<file path="src/rtl/arb_pkg.sv">
// Shared definitions for the age-matrix arbiter: size limit, triangular
// index of the age matrix and one-hot to binary conversion.
package arb_pkg;

   // Largest supported number of requesters.
   localparam int MAX_ARB_N = 16;

   // Flat position of age bit older[i][j] (i<j) in the upper triangle of an
   // n x n matrix, rows packed back to back.
   function automatic int tri_idx(input int n, input int i, input int j);
      return (i * n) - ((i * (i + 1)) / 2) + (j - i - 1);
   endfunction

   // Binary index of the set bit of a one-hot vector; 0 for an all-zero input.
   function automatic logic [3:0] onehot_to_bin(input logic [MAX_ARB_N-1:0] oh);
      logic [3:0] b;
      b = 4'd0;
      for (int k = 0; k < MAX_ARB_N; k++) begin
         if (oh[k]) begin
            b = b | 4'(k);
         end else begin
            b = b;
         end
      end
      return b;
   endfunction

endpackage

</file>
<file path="src/rtl/age_matrix.sv">
// Age matrix for the oldest-first arbiter. Holds one bit per requester pair
// (upper triangle only, older[j][i] is read as ~older[i][j]), selects the
// oldest active requester and re-ages the youngest set on every edge.
module age_matrix
   import arb_pkg::*;
#(
   parameter int N = 4
) (
   input  logic         clk_i,
   input  logic         rst_ni,
   input  logic [N-1:0] request_i,
   input  logic [N-1:0] youngest_i,
   input  logic [N-1:0] grant_oh_i,
   input  logic         grant_v_i,
   output logic [N-1:0] winner_o
);

   localparam int NP = (N * (N - 1)) / 2;

   logic [NP-1:0] older_q;
   logic [NP-1:0] older_d;
   // Full square view of the matrix; the diagonal reads as 1 so a requester
   // never blocks itself.
   logic [N-1:0]  older_m [N];

   genvar gi, gj;
   generate
      for (gi = 0; gi < N; gi++) begin : g_row
         for (gj = 0; gj < N; gj++) begin : g_col
            if (gi < gj) begin : g_upper
               localparam int K = tri_idx(N, gi, gj);
               assign older_m[gi][gj] = older_q[K];

               // Next age bit for the pair (gi, gj):
               //  only gi young      -> gj becomes older (bit 0)
               //  only gj young      -> gi becomes older (bit 1)
               //  both young         -> the granted one is youngest,
               //                        otherwise lower index is older
               //  neither young      -> unchanged
               assign older_d[K] =
                  (youngest_i[gi] &  youngest_i[gj]) ? ~(grant_v_i & grant_oh_i[gi]) :
                  (youngest_i[gi] & ~youngest_i[gj]) ? 1'b0 :
                  (~youngest_i[gi] & youngest_i[gj]) ? 1'b1 :
                  older_q[K];
            end else if (gi > gj) begin : g_lower
               assign older_m[gi][gj] = ~older_q[tri_idx(N, gj, gi)];
            end else begin : g_diag
               assign older_m[gi][gj] = 1'b1;
            end
         end

         // Requester gi wins when it requests and is older than every other
         // active requester.
         assign winner_o[gi] = request_i[gi] & (&(older_m[gi] | ~request_i));
      end
   endgenerate

   // Age matrix register; reset order is lower index older.
   always_ff @(posedge clk_i or negedge rst_ni) begin
      if (!rst_ni) begin
         older_q <= {NP{1'b1}};
      end else begin
         older_q <= older_d;
      end
   end

endmodule

</file>
<file path="src/rtl/age_arbiter.sv">
// N-way oldest-first arbiter in front of the shared output buffer.
// Requests are served in arrival order tracked by an age matrix; a requester
// holding its request after a grant re-queues as youngest (round robin under
// saturation). buffer_full_i suppresses grants but arrivals keep aging.
// Optional build macro: AGE_ARB_REG_GRANT_EN registers the grant outputs
// (one cycle latency); undefined gives combinational outputs.
module age_arbiter
   import arb_pkg::*;
#(
   parameter  int N   = 4,
   localparam int IDW = $clog2(N)
) (
   input  logic           clk,
   input  logic           rst,
   input  logic [N-1:0]   request,
   input  logic           buffer_full_i,
   output logic [N-1:0]   grant,
   output logic           grant_v_o,
   output logic [IDW-1:0] grant_id_o
);

   generate
      if ((N < 2) || (N > MAX_ARB_N)) begin : g_bad_n
         $error("age_arbiter: N=%0d outside supported range 2..%0d", N, MAX_ARB_N);
      end
   endgenerate

   logic [N-1:0]   pending_q;
   logic [N-1:0]   winner_s;
   logic [N-1:0]   grant_s;
   logic [N-1:0]   arrival_s;
   logic [N-1:0]   youngest_s;
   logic           issue_s;
   logic           grant_v_s;
   logic [IDW-1:0] grant_id_s;

   // Grant decision, arrivals and youngest set. Reset gates the grant so
   // outputs are 0 immediately while rst is low.
   always_comb begin
      issue_s    = (|request) & ~buffer_full_i & rst;
      if (issue_s) begin
         grant_s = winner_s;
      end else begin
         grant_s = {N{1'b0}};
      end
      grant_v_s  = |grant_s;
      grant_id_s = IDW'(onehot_to_bin(MAX_ARB_N'(grant_s)));
      arrival_s  = request & ~pending_q;
      youngest_s = arrival_s | grant_s;
   end

   age_matrix #(
      .N (N)
   ) u_age_matrix (
      .clk_i      (clk),
      .rst_ni     (rst),
      .request_i  (request),
      .youngest_i (youngest_s),
      .grant_oh_i (grant_s),
      .grant_v_i  (grant_v_s),
      .winner_o   (winner_s)
   );

   // Request history used to detect arrivals; sampled regardless of back-pressure.
   always_ff @(posedge clk or negedge rst) begin
      if (!rst) begin
         pending_q <= {N{1'b0}};
      end else begin
         pending_q <= request;
      end
   end

`ifdef AGE_ARB_REG_GRANT_EN
   logic [N-1:0]   grant_q;
   logic           grant_v_q;
   logic [IDW-1:0] grant_id_q;

   // Output registers: present the decision taken at the previous edge.
   always_ff @(posedge clk or negedge rst) begin
      if (!rst) begin
         grant_q    <= {N{1'b0}};
         grant_v_q  <= 1'b0;
         grant_id_q <= {IDW{1'b0}};
      end else begin
         grant_q    <= grant_s;
         grant_v_q  <= grant_v_s;
         grant_id_q <= grant_id_s;
      end
   end

   assign grant      = grant_q;
   assign grant_v_o  = grant_v_q;
   assign grant_id_o = grant_id_q;
`else
   assign grant      = grant_s;
   assign grant_v_o  = grant_v_s;
   assign grant_id_o = grant_id_s;
`endif

endmodule

</file>
<file path="config.mk">
export PLATFORM = sky130hd
export DESIGN_NAME = age_arbiter
export DESIGN_NICKNAME = d
export VERILOG_FILES = /design/src/rtl/arb_pkg.sv /design/src/rtl/age_matrix.sv /design/src/rtl/age_arbiter.sv
export SDC_FILE = /design/constraint.sdc
export NUM_CORES = 1
export LEC_CHECK = 0
export ABC_AREA = 1
export BUFFER_PORTS_ARGS = -buffer_cell sky130_fd_sc_hd__buf_2
export CAP_MARGIN = 15
export CORE_AREA = 5 5 42 44
export CTS_BUF_LIST = sky130_fd_sc_hd__clkbuf_4 sky130_fd_sc_hd__clkbuf_8 sky130_fd_sc_hd__clkbuf_16
export CTS_CLUSTER_SIZE = 10
export DETAILED_ROUTE_END_ITERATION = 12
export DIE_AREA = 0 0 47 49
export PLACE_DENSITY_LB_ADDON = 0.05
export SLEW_MARGIN = 15
export SYNTH_ARGS = -nofsm -noshare
export SYNTH_HDL_FRONTEND = slang
export SYNTH_SLANG_ARGS = --single-unit
export TNS_END_PERCENT = 30
</file>
<file path="constraint.sdc">
create_clock -name clk -period 3.1 [get_ports clk]
set_clock_uncertainty 0.1 [all_clocks]
set_input_delay 0.62 -clock clk [delete_from_list [all_inputs] [get_ports clk]]
set_output_delay 0.62 -clock clk [all_outputs]
set_load 0.1 [all_outputs]
</file>
## Word level (Yosys, flattened, before mapping)

Cells that the tools add are included.

| storage, ports and cells | value |
|---|---|
| bits in registers | 10 |
| bits in latches | 0 |
| memory bits (writable) | 0 |
| memory bits (read-only) | 0 |
| memories kept | 0 |

| operators by class | value |
|---|---|
| add/sub/neg operators | 0 |
| multiply operators | 0 |
| divide/modulo/power cells | 0 |
| order comparisons | 0 |
| equality and inequality tests | 0 |
| shift-type cells | 0 |
| muxes and demuxes | 22 |
| bitwise gates (word level) | 49 |
| reduce and logical (&&, ||, !) cells | 12 |

Operators with widths:

| operator | number |
|---|---|
| 1-bit bitwise AND | 27 |
| 4-bit bitwise OR | 5 |
| 1-bit two-way mux | 19 |
| 3-bit nonzero test | 6 |
| 4-bit AND reduction | 4 |
| 1-bit NOT | 14 |
| 4-bit NOT | 2 |
| 4-bit OR reduction | 2 |
| 4-bit bitwise AND | 1 |
| 2-bit two-way mux | 2 |
| 4-bit two-way mux | 1 |

## Longest topological paths before layout

| logic depth | value |
|---|---|
| word-level depth | 11 |
| gate-level depth with buffers | 8 |

## Cells and area by module

Synthesis repeated with hierarchy kept, for this count alone.

| second synthesis, totals | value |
|---|---|
| cells, all modules | 99 |
| area, all modules | 626.9 sq um |

Modules (own cells, without submodules):

| module | times used | cells an instance | area each (sq um) |
|---|---|---|---|
| age_matrix | 1 | 67 | 390.4 |
| age_arbiter | 1 | 32 | 236.5 |

## Least setup slack after synthesis

OpenSTA, ideal clock, no wires.

| timing | value |
|---|---|
| path kind | in2out |
| from | input port buffer_full_i |
| to | output port grant[0] |
| arrival | 2.211 ns |
| data required time | 2.380 ns |
| slack | 0.169 ns |
| stages on the path | 5 |
| path buffers | 0 |
| cell sequence | inv_1 -> nand2_1 -> a21oi_4 -> inv_1 -> nor2_1 |

| between the ends | value |
|---|---|
| word-level cells in the longest chain between the ends | 4 |

Ends and longest elaborated chain:

| item | line | RTL |
|---|---|---|
| from (decl) | age_arbiter.sv:16 | `input logic buffer_full_i,` |
| 1-bit NOT | age_arbiter.sv:40 | `issue_s = (\|request) & ~buffer_full_i & rst;` |
| 1-bit bitwise AND (2 in a row) | age_arbiter.sv:40 |  |
| 4-bit two-way mux | age_arbiter.sv:41 | `if (issue_s) begin` |
| to (decl) | age_arbiter.sv:17 | `output logic [N-1:0] grant,` |

No other way between the ends.

## Worst setup path in the final report

| timing | value |
|---|---|
| from | input port request[2] |
| to | output port grant_v_o |

| between the ends | value |
|---|---|
| word-level cells in the longest chain between the ends | 6 |

Ends and longest elaborated chain:

| item | line | RTL |
|---|---|---|
| from (decl) | age_arbiter.sv:15 | `input logic [N-1:0] request,` |
| 4-bit NOT | age_matrix.sv:54 | `assign winner_o[gi] = request_i[gi] & (&(older_m[gi] \| ~request_i));` |
| 4-bit bitwise OR | age_matrix.sv:54 |  |
| 4-bit AND reduction | age_matrix.sv:54 |  |
| 1-bit bitwise AND | age_matrix.sv:54 |  |
| 4-bit two-way mux * | age_arbiter.sv:41 |  |
| 4-bit OR reduction * | age_arbiter.sv:46 | `grant_v_s = \|grant_s;` |
| to (decl) | age_arbiter.sv:18 | `output logic grant_v_o,` |

Every way passes the cells marked *; elsewhere a longest branch is shown, timed or not.

==> flow_metrics.tcl <==
set metrics [dict create \
    final_antenna_net_count 0 \
    vias 521 \
    status "finished clean" \
    ir_drop_uv 261 \
    maxCapViolations 0 \
    area_growth_pct 20.4 \
    start_kind "input port" \
    fp.dieW_um 47 \
    leakagePower_nw 0.436 \
    clockRootBuffer "clkbuf_4" \
    seq_power_share 0.452 \
    gr-total-overflow 0 \
    fmax_ghz 0.400 \
    period_needed_ns 2.50 \
    avgViaCountPerCell 4.61 \
    gp_congestion 0.756 \
    wire_per_inst_um 11.6 \
    intPower_w 0.000231 \
    synth-compound-area-share 0.0911 \
    ys_ff_latch 10 \
    cts.repair.resized 0 \
    drtIter0Drc 13 \
    io_pins 14 \
    synthArstFlopShare 1.00 \
    synth-edff-count 0 \
    nFillCells 145 \
    antenna_found_initial 0 \
    slew_headroom 0.677 \
    arrival_ns 1.78 \
    n_antenna_cell 0 \
    drt-total-wl_mm 1.31 \
    fin_tns_setup_ns 0 \
    post-cts-setup-buffers 0 \
    track_usage 0.128 \
    synthCells 80 \
    muxShareOfSynthArea 0 \
    ys_seq_area_frac 0.458 \
    coreArea_sq_mm 0.00140 \
    io_buffers 13 \
    grt_max_degree 11 \
    yosys_most_used_dff "dfstp_2" \
    synth_area_leaders "dfstp_2 (28%), nand2_1 (21%), dfrtp_1 (18%), inv_1 (11%), nand3_1 (5.3%)" \
    setup_violations 0 \
    synth.avg_cell_area_sq_um 7.04 \
    clockBufferDepth 2 \
    comb_power_share 0.299 \
    first_pass_iters 4 \
    synth_top_area_frac 0.280 \
    ys_types 13 \
    dieHeight_um 49 \
    cts_tree "yes" \
    clock-sinks 10 \
    die-area_sq_mm 0.00230 \
    htree_levels 1 \
    rsz0062_at_grt "no" \
    p_per_area_mw_per_mm2 551 \
    finalNetCount 106 \
    fin_total_pwr_w 0.000373 \
    synth_nets 87 \
    crit_type "in2out" \
    crit_required_ns 2.38 \
    yosys_warnings 0 \
    path_max_fanout 7 \
    yosysMostFrequentCell "nand2_1" \
    netlist_area_sq_um 563 \
    finalMaxSlewViolations 0 \
    path_clk_slew_ns 0.07 \
    synth_largest_area_cell "dfstp_2" \
    hold_path.class "in2async" \
    drc 0 \
    initial_core_util 0.402 \
    cts-buffers-inserted 3 \
    swShare 0.382 \
    switchingPower_w 0.000142 \
    clock_latency_ns 0.27 \
    min_period_over_period 0.807 \
    dpl.hpwl_mm 1.02 \
    synth_common_cells "nand2_1 (31), inv_1 (16), dfstp_2 (6), nand3_1 (6), nor2_1 (6)" \
    power_frac_clock 0.250 \
    synth_top_family_by_area "simple AND/OR/NAND/NOR gates" \
    grt_pass1_wl_mm 2.15 \
    tightest_slew_ns 0.488 \
    grt_pass1_vias 487 \
    synth_xor_area_frac 0 \
    row_count 14 \
    holdBufCountCts 0 \
    hold_violations 0 \
    synthSimpleGateAreaFrac 0.344 \
    endpoint_kind "output port" \
    worstRegToRegCells 8 \
    synth_adder_area_share 0 \
    drive_above_1_share 0.278 \
]
[cell usage in the layout (no fill, tap or decap)]
| cell | instances |
|---|---|
| a21oi_4 | 1 |
| nand2_1 | 31 |
| inv_1 | 16 |
| a21oi_1 | 1 |
| nand3_1 | 6 |
| buf_2 | 13 |
| a21boi_0 | 1 |
| nor2_1 | 6 |
| o21ai_0 | 3 |
| nand4_1 | 1 |
| clkbuf_4 | 3 |
| or2_2 | 3 |
| buf_4 | 1 |
| o21a_1 | 1 |
| dfstp_2 | 6 |
| dfrtp_1 | 4 |
[final timing paths]
kind	from	to	slack, ns
setup / recovery	request[2]	grant_v_o	0.60
hold / removal	rst	pending_q[2]$_DFF_PN0_	0.17
setup reg to reg	u_age_matrix.older_q[5]$_DFFE_PN1P_	u_age_matrix.older_q[1]$_DFFE_PN1P_	1.82
hold reg to reg	u_age_matrix.older_q[5]$_DFFE_PN1P_	u_age_matrix.older_q[5]$_DFFE_PN1P_	0.42
max in group asynchronous	rst	u_age_matrix.older_q[5]$_DFFE_PN1P_	2.51
min in group clk	request[3]	pending_q[3]$_DFF_PN0_	0.41
[cell type report]
cell class              count  area (sq um)  area share
clock buffers               3          22.5      0.0332
inverters                  16          60.1      0.0886
multi-input cells          54           245       0.362
flip-flops and latches     10           258       0.380
well taps                  16          20.0      0.0295
repair buffers             14          72.6       0.107
[critical path: stages]
cell	delay, ns
buf_2	0.14
nor2_1	0.08
a21oi_4	0.18
nand2_1	0.17
nand4_1	0.14
buf_2	0.43
[flip-flops by register name, summed over array words and instances (netlist names)]
name	flops
u_age_matrix.older_q	6
pending_q	4
[cell families (layout without fill, tap and decap cells)]
group,Yosys count,after routing
compound gates,7,7
buf+inv,16,33
flops,10,10
simple gates,47,47
[power groups by stage]
stage                     registers, W  clock network (W)  logic (W)
after floorplan               0.000166                  0  0.0000882
after global placement        0.000170                  0   0.000112
after detailed placement      0.000170                  0   0.000112
after CTS                     0.000168          0.0000919   0.000112
after global routing          0.000170           0.000100   0.000124
final                         0.000169          0.0000932   0.000111
[through the flow]
stage          std cells   util  hold slack [ns]  setup WS, ns  cell area, sq um
3_3_place_gp         110  0.468            0.402         0.605               656
3_5_place_dp         110  0.468            0.401         0.594               656
6_report             113  0.484            0.165         0.599               678
5_1_grt              113  0.484            0.172         0.499               678
4_1_cts              113  0.484            0.172         0.596               678
2_1_floorplan         80      -            0.224         0.169               563
[routing by layer]
metal,GRT usage,share of wire,up-vias
met5,0,0,-
met4,0.0553,0.019,0
met3,0.0369,0.054,4
li1,-,-,274
met1,0.178,0.47,225
met2,0.179,0.45,18
No activity file was read; power rests on OpenSTA's default activity.
